===== src/rtl/mem_byte_sequencer.sv =====
// Byte-serial load/store sequencer between the memory stage and a byte-wide data memory.
// Ports: clk/reset; Req* request in; Busy/Done/Err/RData out; Mem* byte-access bus.
module mem_byte_sequencer (
    input  logic        clk,
    input  logic        reset,
    input  logic        Req,
    input  logic        ReqRead,
    input  logic        ReqWrite,
    input  logic [2:0]  ReqFunct3,
    input  logic [31:0] ReqAddr,
    input  logic [31:0] ReqWData,
    output logic        Busy,
    output logic        Done,
    output logic        Err,
    output logic [31:0] RData,
    output logic [31:0] MemSum,
    output logic [31:0] MemWData,
    output logic        MemWrite,
    output logic        MemRead,
    output logic [2:0]  MemFunct3,
    input  logic [31:0] MemRData
);

    typedef enum logic [1:0] {
        IDLE,
        ACCESS,
        DONE
    } state_t;

    state_t      state;
    logic [1:0]  k;
    logic [1:0]  last;
    logic [31:0] base;
    logic [31:0] wdata;
    logic [2:0]  f3;
    logic        is_read;
    logic [31:0] asm_q;

    logic        req_ok;
    logic [1:0]  req_last;
    logic        f3_ok;
    logic        aligned;
    logic [1:0]  k_nxt;
    logic [31:0] nxt_asm;
    logic [31:0] ext_data;
    logic [31:0] wdata_sh;

    // Only the low byte of the memory read port carries data.
    logic        unused_rdata;
    assign unused_rdata = ^MemRData[31:8];

    assign Busy      = (state != IDLE);
    assign MemFunct3 = 3'b000;

    // Request decode, evaluated only in the acceptance cycle.
    always_comb begin
        f3_ok    = 1'b0;
        aligned  = 1'b1;
        req_last = 2'd0;
        unique case (ReqFunct3)
            3'b000: f3_ok = 1'b1;
            3'b001: begin
                f3_ok    = 1'b1;
                aligned  = ~ReqAddr[0];
                req_last = 2'd1;
            end
            3'b010: begin
                f3_ok    = 1'b1;
                aligned  = (ReqAddr[1:0] == 2'b00);
                req_last = 2'd3;
            end
            3'b100: f3_ok = ReqRead;
            3'b101: begin
                f3_ok    = ReqRead;
                aligned  = ~ReqAddr[0];
                req_last = 2'd1;
            end
            default: f3_ok = 1'b0;
        endcase
        req_ok = (ReqRead ^ ReqWrite) & f3_ok & aligned;
    end

    assign k_nxt    = k + 2'd1;
    assign wdata_sh = wdata >> {k_nxt, 3'b000};

    // The byte being read this cycle lands in lane k at the closing edge.
    assign nxt_asm = asm_q | ({24'b0, MemRData[7:0]} << {k, 3'b000});

    always_comb begin
        ext_data = nxt_asm;
        unique case (f3[1:0])
            2'b00: ext_data = {{24{nxt_asm[7] & ~f3[2]}}, nxt_asm[7:0]};
            2'b01: ext_data = {{16{nxt_asm[15] & ~f3[2]}}, nxt_asm[15:0]};
            default: ext_data = nxt_asm;
        endcase
    end

    always_ff @(posedge clk) begin
        if (reset) begin
            state    <= IDLE;
            k        <= 2'd0;
            last     <= 2'd0;
            base     <= 32'd0;
            wdata    <= 32'd0;
            f3       <= 3'd0;
            is_read  <= 1'b0;
            asm_q    <= 32'd0;
            Done     <= 1'b0;
            Err      <= 1'b0;
            RData    <= 32'd0;
            MemSum   <= 32'd0;
            MemWData <= 32'd0;
            MemWrite <= 1'b0;
            MemRead  <= 1'b0;
        end else begin
            unique case (state)
                IDLE: begin
                    Done <= 1'b0;
                    Err  <= 1'b0;
                    if (Req) begin
                        base    <= ReqAddr;
                        wdata   <= ReqWData;
                        f3      <= ReqFunct3;
                        is_read <= ReqRead;
                        k       <= 2'd0;
                        last    <= req_last;
                        asm_q   <= 32'd0;
                        if (req_ok) begin
                            state    <= ACCESS;
                            MemSum   <= ReqAddr;
                            MemRead  <= ReqRead;
                            MemWrite <= ReqWrite;
                            MemWData <= {24'b0, ReqWData[7:0]};
                        end else begin
                            state <= DONE;
                            Done  <= 1'b1;
                            Err   <= 1'b1;
                            RData <= 32'd0;
                        end
                    end
                end
                ACCESS: begin
                    asm_q <= nxt_asm;
                    if (k == last) begin
                        state    <= DONE;
                        Done     <= 1'b1;
                        Err      <= 1'b0;
                        RData    <= is_read ? ext_data : 32'd0;
                        MemRead  <= 1'b0;
                        MemWrite <= 1'b0;
                        MemWData <= 32'd0;
                    end else begin
                        k        <= k_nxt;
                        MemSum   <= base + {30'b0, k_nxt};
                        MemWData <= {24'b0, wdata_sh[7:0]};
                    end
                end
                DONE: begin
                    state <= IDLE;
                    Done  <= 1'b0;
                    Err   <= 1'b0;
                    k     <= 2'd0;
                end
                default: state <= IDLE;
            endcase
        end
    end

endmodule


===== config.mk =====
export PLATFORM = sky130hd
export DESIGN_NAME = mem_byte_sequencer
export DESIGN_NICKNAME = d
export VERILOG_FILES = /design/src/rtl/mem_byte_sequencer.sv
export SDC_FILE = /design/constraint.sdc
export NUM_CORES = 1
export LEC_CHECK = 0
export BUFFER_PORTS_ARGS = -buffer_cell sky130_fd_sc_hd__buf_2
export CORE_ASPECT_RATIO = 1.25
export CORE_MARGIN = 3
export CORE_UTILIZATION = 40
export DETAILED_ROUTE_END_ITERATION = 10
export GPL_TIMING_DRIVEN = 0
export RECOVER_POWER = 100
export SLEW_MARGIN = 15
export SYNTH_ARGS = -nofsm -noshare
export SYNTH_HDL_FRONTEND = slang
export SYNTH_SLANG_ARGS = --single-unit

===== constraint.sdc =====
create_clock -name clk -period 3.15 [get_ports clk]
set_input_delay 0.4725 -clock clk [delete_from_list [all_inputs] [get_ports clk]]
set_output_delay 0.4725 -clock clk [all_outputs]
set_load 0.005 [all_outputs]

==> results_dict.tcl, run 1 <==
set metrics [dict create \
    synth-edff-count 0 \
    initial_core_util_pct 41.3 \
    r2r_end "RData[6]$_SDFFE_PP0P_" \
    synth_compound_area_share_pct 17.2 \
    crit_start "state[0]$_SDFFE_PP0P_" \
    synth_xor_area_share_pct 3.43 \
    ios 208 \
    fin_skew_ns 0.0107 \
    grt_pass1_vias 7396 \
    layout_commonest_cell "nand2_1" \
    worstMarginPinSlew_ns 1.18 \
    num_rows 58 \
    hold_path.class "input port to flop" \
    fin_crit_sh_pct 94.4 \
    via_count 7549 \
    hold_path_depth 3 \
    synthSimpleGateAreaFrac_pct 21.2 \
    required_ns 3.47 \
    synth-seq-cells 182 \
    postRouteAntennaNets 0 \
    areaGrowthSynthToFinish_pct 21.4 \
    hold_start "ReqWData[3]" \
    synth_top_family_by_area "simple AND/OR/NAND/NOR gates" \
    worstSetupPathType "flop to flop" \
    grt_usage_pct 21.3 \
    synth_area_um2 8420 \
    clk_path_buf_depth 2 \
    clkTransAtPathRegs_ns 0.07 \
    crit_path_max_fanout 10 \
    tritoncts "yes" \
    path_common_cell "o21ai_0" \
    reg2reg_from "state[0]$_SDFFE_PP0P_" \
    dp_hpwl_um 18400 \
    die_y_um 168 \
    fmax_ghz 0.336 \
    drive_above_1_share_pct 19.7 \
    die_area_um2 22800 \
    layout.nets 1332 \
    dieWidth_um 136 \
    grt_setup_unrepaired "no" \
    ys_seq_area_share_pct 43.3 \
    cts_made_buffers 17 \
    post-route-min-period_ns 2.97 \
    grt_overflow 0 \
    worstSkewPairLatency_ns 0.43 \
    antenna_found_initial 3 \
    rrSetupSlack_ns 0.18 \
    yosysUniqueCellTypes 54 \
    p_leak_uw 0.00407 \
    drt_wl_total_um 24400 \
    arrival_ns 3.29 \
    holdWs_ns 0.263 \
    cts-root-buf "clkbuf_16" \
    drv_cap 0 \
    outcome "complete, no violations" \
    syn_inst 1021 \
    port_buffers 155 \
    routedWlPerCell_um 16.2 \
    finalMaxSlewViolations 0 \
    critPathSlowestCell "o21ai_0" \
    layout_common_cells "nand2_1, dfxtp_1, a21oi_1, buf_2, nor2_1" \
    synthMuxAreaShare_pct 7.60 \
    r2r_cells 6 \
    cp_slowest_stage_delay_ns 0.57 \
    htree_levels 4 \
    clock_sinks 182 \
    finalSetupViolCount 0 \
    via_per_inst 5.01 \
    slew_headroom_pct 20.5 \
    cp-start-kind "flop" \
    grt_start_max_net_pins 17 \
    grt_pass1_wl_um 38600 \
    hold_violations 0 \
    yosysWarnings 0 \
    min_to "MemWData[3]$_SDFFE_PP0P_" \
    p_per_area_nw_per_um2 503 \
    initialDrtViolationCount 451 \
    ys.flop_type "dfxtp_1" \
    avgSynthCellArea_um2 8.24 \
    cp-end-kind "flop" \
    final_core_util_pct 50.1 \
    drt_pass1_iterations 5 \
    core_um2 20400 \
    ir_drop_v 0.000375 \
    routabilityCongestion 0.841 \
    drcViolationCount 0 \
    postSynth.asyncResetShare_pct 0 \
    crit_chain "ha_1 -> clkbuf_1 -> o21ai_0 -> o21ai_0 -> clkbuf_2 -> mux2_2" \
    synthAdderAreaFrac_pct 0.981 \
]
[worst max-delay path by stage]
stage,endpoint,slack (ns),depth (start not counted)
6_report,RData[6]$_SDFFE_PP0P_,0.18,6
5_1_grt,MemSum[9]$_SDFFE_PP0P_,0.003,13
4_1_cts,MemSum[13]$_SDFFE_PP0P_,0.01,12
3_5_place_dp,MemSum[9]$_SDFFE_PP0P_,-0.53,12
3_3_place_gp,MemSum[9]$_SDFFE_PP0P_,-0.57,12
2_1_floorplan,MemSum[9]$_SDFFE_PP0P_,0.29,12
[cell type report]
cell class | count | area (µm²)
Fill cell | 2046 | 10200
Multi-Input combinational cell | 760 | 4390
Sequential cell | 182 | 3640
Timing Repair Buffer | 158 | 751
Buffer | 95 | 504
Clock buffer | 20 | 467
Tap cell | 270 | 338
Clock inverter | 12 | 92.6
Inverter | 8 | 30.0
Antenna cell | 2 | 5.00
[layer usage]
layer | part of all wire (%) | up-vias | GRT usage (%)
met5 | 0.078 | - | 0
met4 | 2.3 | 4 | 6.40
met3 | 5.0 | 37 | 4.21
met2 | 50 | 187 | 37.7
met1 | 42 | 3485 | 26.0
li1 | - | 3836 | -
[kinds of logic (layout without fill, tap and decap cells)]
| family | Yosys count | in the layout |
|---|---|---|
| XOR/XNOR | 33 | 33 |
| multiplexers | 51 | 51 |
| adder cells (fa/ha/maj) | 6 | 6 |
| buffers and inverters | 105 | 293 |
| AO/OA/AOI/OAI | 248 | 248 |
| flip-flops | 182 | 182 |
| other | 1 | 29 |
| AND/OR/NAND/NOR | 395 | 395 |
[report_power, final]
group | leakage (µW) | switching, µW | internal (µW)
Clock | 0.000266 | 950 | 1080
Sequential | 0.00148 | 69.9 | 2400
Combinational | 0.00232 | 398 | 244
[critical path, delay by kind of cell, from the launching register on]
family	cells	cell delay, ns
mux	1	0.38
flops	1	0.40
fa+ha+maj	1	0.19
buf+inv	2	0.88
compound gates	2	1.00
[state kept, by name, indices dropped and copies added (netlist names)]
register  count
asm_q        32
Done          1
wdata        32
MemWrite      1
MemRead       1
last          2
Err           1
MemSum       32
RData        32
f3            3
is_read       1
base         32
k             2
state         2
MemWData      8
[stage by stage]
step / total power [µW] / instances / instance area (µm²) / setup TNS, ns / worst slack [ns]
floorplan: 2910 / 1047 / 8520 / 0 / 0.290
global placement: 3150 / 1472 / 9630 / -7.17 / -0.567
detailed placement: 3160 / 1472 / 9630 / -6.28 / -0.531
CTS: 5180 / 1503 / 10200 / 0 / 0.0148
global route: 5350 / 1506 / 10200 / 0 / 0.00280
finish: 5140 / 1507 / 10200 / 0 / 0.175
[cell usage after synthesis (2+ instances only)]
| cell | instances | area [µm²] |
|---|---|---|
| a22o_1 | 11 | 96.3 |
| nand2_1 | 191 | 717 |
| and2_1 | 5 | 31.3 |
| mux2_2 | 23 | 259 |
| nand3_1 | 11 | 55.1 |
| nor3b_1 | 2 | 15.0 |
| nor4b_1 | 7 | 61.3 |
| a221o_1 | 6 | 60.1 |
| a31o_2 | 2 | 17.5 |
| xor2_1 | 22 | 193 |
| inv_1 | 7 | 26.3 |
| clkbuf_1 | 51 | 191 |
| dfxtp_1 | 182 | 3640 |
| a22oi_1 | 8 | 60.1 |
| buf_1 | 2 | 7.51 |
| nand3b_1 | 3 | 22.5 |
| o21ai_1 | 3 | 15.0 |
| nor2_1 | 104 | 390 |
| nand4_1 | 10 | 62.6 |
| xnor2_1 | 11 | 96.3 |
| buf_4 | 31 | 233 |
| a211oi_1 | 4 | 30.0 |
| o21ai_0 | 17 | 85.1 |
| a2111oi_0 | 2 | 17.5 |
| a211o_1 | 13 | 114 |
| and3_1 | 7 | 43.8 |
| ha_1 | 5 | 62.6 |
| nor2b_1 | 35 | 219 |
| buf_2 | 12 | 60.1 |
| mux4_2 | 8 | 180 |
| nor3_1 | 3 | 15.0 |
| nand2b_1 | 6 | 37.5 |
| and4_1 | 3 | 26.3 |
| mux2i_1 | 20 | 200 |
| a21oi_1 | 175 | 876 |
[timing repair]
| item | in CTS | in global routing |
|---|---|---|
| endpoints found under the setup margin | 26 | 12 |
| pin swaps | 0 | 1 |
| buffers inserted | 0 | 3 |
| gates resized for setup | 11 | 9 |
| hold buffers | 0 | 0 |
Power figures use the tool's default switching activity.
==> run 2, diff against run 1 <==
Settings changed: CELL_PAD_IN_SITES_DETAIL_PLACEMENT set to 1, CELL_PAD_IN_SITES_GLOBAL_PLACEMENT set to 1, CORE_UTILIZATION 40 to 39, PLACE_DENSITY_LB_ADDON set to 0.1.
==> results_dict.tcl, run 2 (synthesis gave the netlist of run 1 again) <==
set metrics [dict create \
    crit_family "compound AO/OA/AOI/OAI gates" \
    fmax_ghz 0.336 \
    worstSetupPathType "flop to flop" \
    hold_buffers 0 \
    critPathSlowestCell "o21ai_1" \
    drive_above_1_share_pct 18.6 \
    outcome "complete, no violations" \
    layout_commonest_cell "nand2_1" \
    die_y_um 170 \
    drcViolationCount 0 \
    worstMarginPinSlew_ns 0.962 \
    postRouteAntennaNets 0 \
    hold_violations 0 \
    initial_core_util_pct 40.0 \
    core_um2 21000 \
    layout.nets 1332 \
    htree_levels 4 \
    die_area_um2 23400 \
    port_buffers 155 \
    finalSetupViolCount 0 \
    via_count 7746 \
    routedWlPerCell_um 17.9 \
    hold_path.class "input port to flop" \
    routabilityCongestion 0.832 \
    cp_slowest_stage_delay_ns 0.57 \
    final_core_util_pct 48.6 \
    ios 208 \
    drt_pass1_iterations 4 \
    drv_cap 0 \
    grt_pass1_wl_um 41900 \
    cp-start-kind "flop" \
    cp-endpoint "RData[6]$_SDFFE_PP0P_" \
    cts_made_buffers 17 \
    cts-root-buf "clkbuf_16" \
    antenna_found_initial 1 \
    dieWidth_um 137 \
    arrival_ns 3.30 \
    grt_pass1_vias 7892 \
    grt_usage_pct 22.8 \
    grt_overflow 0 \
    crit_start "state[1]$_SDFFE_PP0P_" \
    clkTransAtPathRegs_ns 0.07 \
    clk_path_buf_depth 2 \
    post-route-min-period_ns 2.98 \
    via_per_inst 5.14 \
    drt_wl_total_um 26900 \
    required_ns 3.47 \
    initialDrtViolationCount 350 \
    holdWs_ns 0.265 \
    slew_headroom_pct 35.7 \
    num_rows 59 \
    reg2reg_from "state[1]$_SDFFE_PP0P_" \
    multiInputGateArea_um2 4370 \
    worstSkewPairLatency_ns 0.43 \
    diodes 0 \
    postLayoutCellArea_um2 10200 \
    ir_drop_v 0.000377 \
    grt_start_max_net_pins 17 \
    fin_crit_sh_pct 94.5 \
    r2r_end "RData[6]$_SDFFE_PP0P_" \
    rrSetupSlack_ns 0.17 \
    clock_sinks 182 \
    crit_chain "inv_1 -> ha_1 -> clkbuf_1 -> o21ai_0 -> o21ai_1 -> clkbuf_2 -> mux2_2" \
    placed_area_um2 9630 \
    tritoncts "yes" \
    regArea_um2 3640 \
    p_per_area_nw_per_um2 520 \
    finalMaxSlewViolations 0 \
    cp_num_buf_inv 3 \
    r2r_cells 7 \
    areaGrowthSynthToFinish_pct 21.5 \
    p_leak_uw 0.00406 \
    dp_hpwl_um 20200 \
    fillers 2655 \
    fin_skew_ns 0.00796 \
    cp.depth 7 \
    layout_common_cells "nand2_1, dfxtp_1, a21oi_1, buf_2, nor2_1" \
    cp-end-kind "flop" \
    crit_path_max_fanout 10 \
]
run 2: stage by stage:
stage,instances,setup slack [ns],TNS [ns],power (µW)
2_1_floorplan,1047,0.290,0,2910
5_1_grt,1508,-0.0268,-0.0367,5540
4_1_cts,1506,0.0142,0,5370
3_5_place_dp,1476,-0.626,-7.98,3180
6_report,1508,0.174,0,5320
3_3_place_gp,1476,-0.577,-7.45,3170
run 2: what timing repair did:
| action | CTS | global route |
|---|---|---|
| cloned | 0 | 0 |
| pin swaps | 0 | 1 |
| setup endpoints to repair | 26 | 11 |
| gates resized for setup | 12 | 4 |
| buffers inserted | 0 | 3 |
run 2: layer usage:
layer	share of wire, %	GRT usage [%]
met2	52	41.1
met4	1.9	6.60
met5	0.026	0
met3	4.2	3.19
met1	42	28.0
run 2: worst min path at each step:
stage / from / end / slack, ns / cells after the start
floorplan: wdata[24]$_SDFFE_PP0P_ / wdata[24]$_SDFFE_PP0P_ / 0.43 / 2
global placement: MemSum[8]$_SDFFE_PP0P_ / MemSum[8]$_SDFFE_PP0P_ / 0.44 / 2
detailed placement: MemSum[16]$_SDFFE_PP0P_ / MemSum[16]$_SDFFE_PP0P_ / 0.45 / 2
CTS: ReqWData[3] / MemWData[3]$_SDFFE_PP0P_ / 0.25 / 3
global route: ReqWData[24] / wdata[24]$_SDFFE_PP0P_ / 0.26 / 3
finish: ReqWData[6] / MemWData[6]$_SDFFE_PP0P_ / 0.27 / 3
run 2: layout make-up:
cell class / count / share of cell area (%)
well taps: 274 / 3.35
multi-input cells: 760 / 42.7
clock buffers: 20 / 4.27
clock inverters: 11 / 1.47
inverters: 8 / 0.294
plain buffers: 95 / 4.94
flip-flops and latches: 182 / 35.6
repair buffers: 158 / 7.33
run 2: worst reg2reg max path, cell delays in order (launching register included):
cell	delay, ns
dfxtp_1	0.32
inv_1	0.10
ha_1	0.17
clkbuf_1	0.44
o21ai_0	0.45
o21ai_1	0.57
clkbuf_2	0.45
mux2_2	0.38
run 2: power by group:
| part | internal (µW) | total, µW | switching [µW] |
|---|---|---|---|
| Sequential | 2400 | 2470 | 74.3 |
| Clock | 1250 | 2190 | 936 |
| Combinational | 243 | 657 | 414 |
==> run 3, diff against run 2 <==
Settings changed: CORE_ASPECT_RATIO 1.25 to unset.
==> results_dict.tcl, run 3 (synthesis gave the netlist of run 1 again) <==
set metrics [dict create \
    cts-root-buf "clkbuf_16" \
    crit_start "state[1]$_SDFFE_PP0P_" \
    fin_crit_sh_pct 95.7 \
    grt_start_max_net_pins 17 \
    clk_path_buf_depth 2 \
    ir_drop_v 0.000311 \
    initialDrtViolationCount 379 \
    crit_path_max_fanout 10 \
    grt_usage_pct 22.1 \
    port_buffers 155 \
    slew_headroom_pct 14.4 \
    hold_path.class "input port to flop" \
    wl_met1_um 12000 \
    placed_area_um2 9640 \
    outcome "complete, no violations" \
    routabilityCongestion 0.797 \
    ios 208 \
    worstSkewPairLatency_ns 0.43 \
    path_common_cell "o21ai_0" \
    via_per_inst 5.09 \
    num_rows 53 \
    critPathSlowestCell "o21ai_0" \
    routed.top_layer "met4" \
    worstMarginPinSlew_ns 1.27 \
    layout.nets 1334 \
    multiInputGateArea_um2 4380 \
    fillers 2676 \
    hold_buffers 0 \
    post-route-min-period_ns 3.02 \
    clock_sinks 182 \
    cp-end-kind "flop" \
    antenna_found_initial 1 \
    drt_pass1_iterations 5 \
    initial_core_util_pct 39.9 \
    worstSetupPathType "flop to flop" \
    crit_chain "inv_1 -> ha_1 -> clkbuf_1 -> o21ai_0 -> o21ai_0 -> clkbuf_2 -> mux2_2" \
    arrival_ns 3.34 \
    instances_no_fill 1512 \
    die_area_um2 23400 \
    fin_skew_ns 0.0114 \
    wl_met2_um 13000 \
    areaGrowthSynthToFinish_pct 22.3 \
    cp_slowest_stage_delay_ns 0.61 \
    htree_levels 4 \
    required_ns 3.47 \
    clkTransAtPathRegs_ns 0.07 \
    grt_pass1_wl_um 41800 \
    dp_cells 1477 \
    reg2reg_from "state[1]$_SDFFE_PP0P_" \
    drv_cap 0 \
    layout_commonest_cell "nand2_1" \
    regArea_um2 3640 \
    finalSetupViolCount 0 \
    dp_hpwl_um 19700 \
    grt_overflow 0 \
    drt_wl_total_um 26300 \
    postRouteAntennaNets 0 \
    hold_violations 0 \
    r2r_end "RData[6]$_SDFFE_PP0P_" \
    p_per_area_nw_per_um2 523 \
    grt_pass1_vias 7890 \
    dieWidth_um 153 \
    drive_above_1_share_pct 20.5 \
    cp-start-kind "flop" \
    die_y_um 153 \
    tritoncts "yes" \
    met3_wirelength_um 928 \
    rrSetupSlack_ns 0.13 \
    core_um2 21100 \
    drcViolationCount 0 \
    routedWlPerCell_um 17.4 \
    via_count 7696 \
    postLayoutCellArea_um2 10300 \
    fmax_ghz 0.332 \
    cts_made_buffers 17 \
    finalMaxSlewViolations 0 \
    cp-endpoint "RData[6]$_SDFFE_PP0P_" \
    layout_common_cells "nand2_1, dfxtp_1, a21oi_1, buf_2, nor2_1" \
    r2r_cells 7 \
    p_leak_uw 0.00415 \
]
## run 3: cell count changes in the layout (fill, tap and decap cells not counted), sizes merged
| cell | previous run | this run |
|---|---|---|
| clkinvlp | 2 | 1 |
| diode | 0 | 1 |
| clkinv | 4 | 6 |
| buf | 150 | 168 |
| inv | 10 | 11 |
| clkbuf | 123 | 105 |
## run 3: how the worst min path moves through the flow
stage | from | to | slack [ns] | depth (start not counted)
after floorplan | wdata[24]$_SDFFE_PP0P_ | wdata[24]$_SDFFE_PP0P_ | 0.43 | 2
after global placement | MemSum[8]$_SDFFE_PP0P_ | MemSum[8]$_SDFFE_PP0P_ | 0.44 | 2
after detailed placement | MemSum[12]$_SDFFE_PP0P_ | MemSum[12]$_SDFFE_PP0P_ | 0.45 | 2
after CTS | ReqWData[2] | MemWData[2]$_SDFFE_PP0P_ | 0.25 | 3
after global routing | ReqWData[2] | MemWData[2]$_SDFFE_PP0P_ | 0.27 | 3
final | ReqWData[2] | MemWData[2]$_SDFFE_PP0P_ | 0.25 | 3
## run 3: layout make-up
class / instances / area share, %
clock buffer: 18 / 4.27
sequential: 182 / 35.4
multi-input combinational: 760 / 42.6
clock inverter: 13 / 1.65
buffer: 97 / 5.05
timing repair buffer: 158 / 7.40
antenna: 1 / 0.0243
inverter: 8 / 0.292
tap: 275 / 3.34
## run 3: power breakdown
group,internal (µW),switching [µW],leakage (µW)
sequential,2400,73.1,0.00148
clock,1280,973,0.000300
combinational,245,414,0.00237
total,3920,1460,0.00415
## run 3: routing by layer
metal  track usage [%]  up-vias
li1                  -     3837
met1              28.8     3693
met2              38.8      140
met3              3.31       26
met4              5.35        0
met5                 0        -
## run 3: repair_timing
item | 4_1_cts | 5_1_grt
cloned | 0 | 0
setup endpoints to repair | 27 | 14
buffers inserted | 0 | 3
pin swaps | 0 | 4
resized for setup | 11 | 9
## run 3: critical path: cells and delay by family, from the launching register on
kind	cells	cell delay, ns
mux	1	0.37
flops	1	0.32
buf+inv	3	0.99
fa+ha+maj	1	0.17
compound gates	2	1.06
## run 3: per-stage QoR
stage / hold slack (ns) / setup slack, ns / utilization (%) / TNS [ns] / total power, µW
5_1_grt: 0.270 / -0.0239 / 48.8 / -0.0906 / 5610
3_3_place_gp: 0.438 / -0.679 / 45.7 / -8.50 / 3160
3_5_place_dp: 0.446 / -0.675 / 45.7 / -8.16 / 3180
2_1_floorplan: 0.433 / 0.290 / - / 0 / 2910
6_report: 0.255 / 0.134 / 48.8 / 0 / 5380
4_1_cts: 0.246 / 0.0100 / 48.7 / 0 / 5420
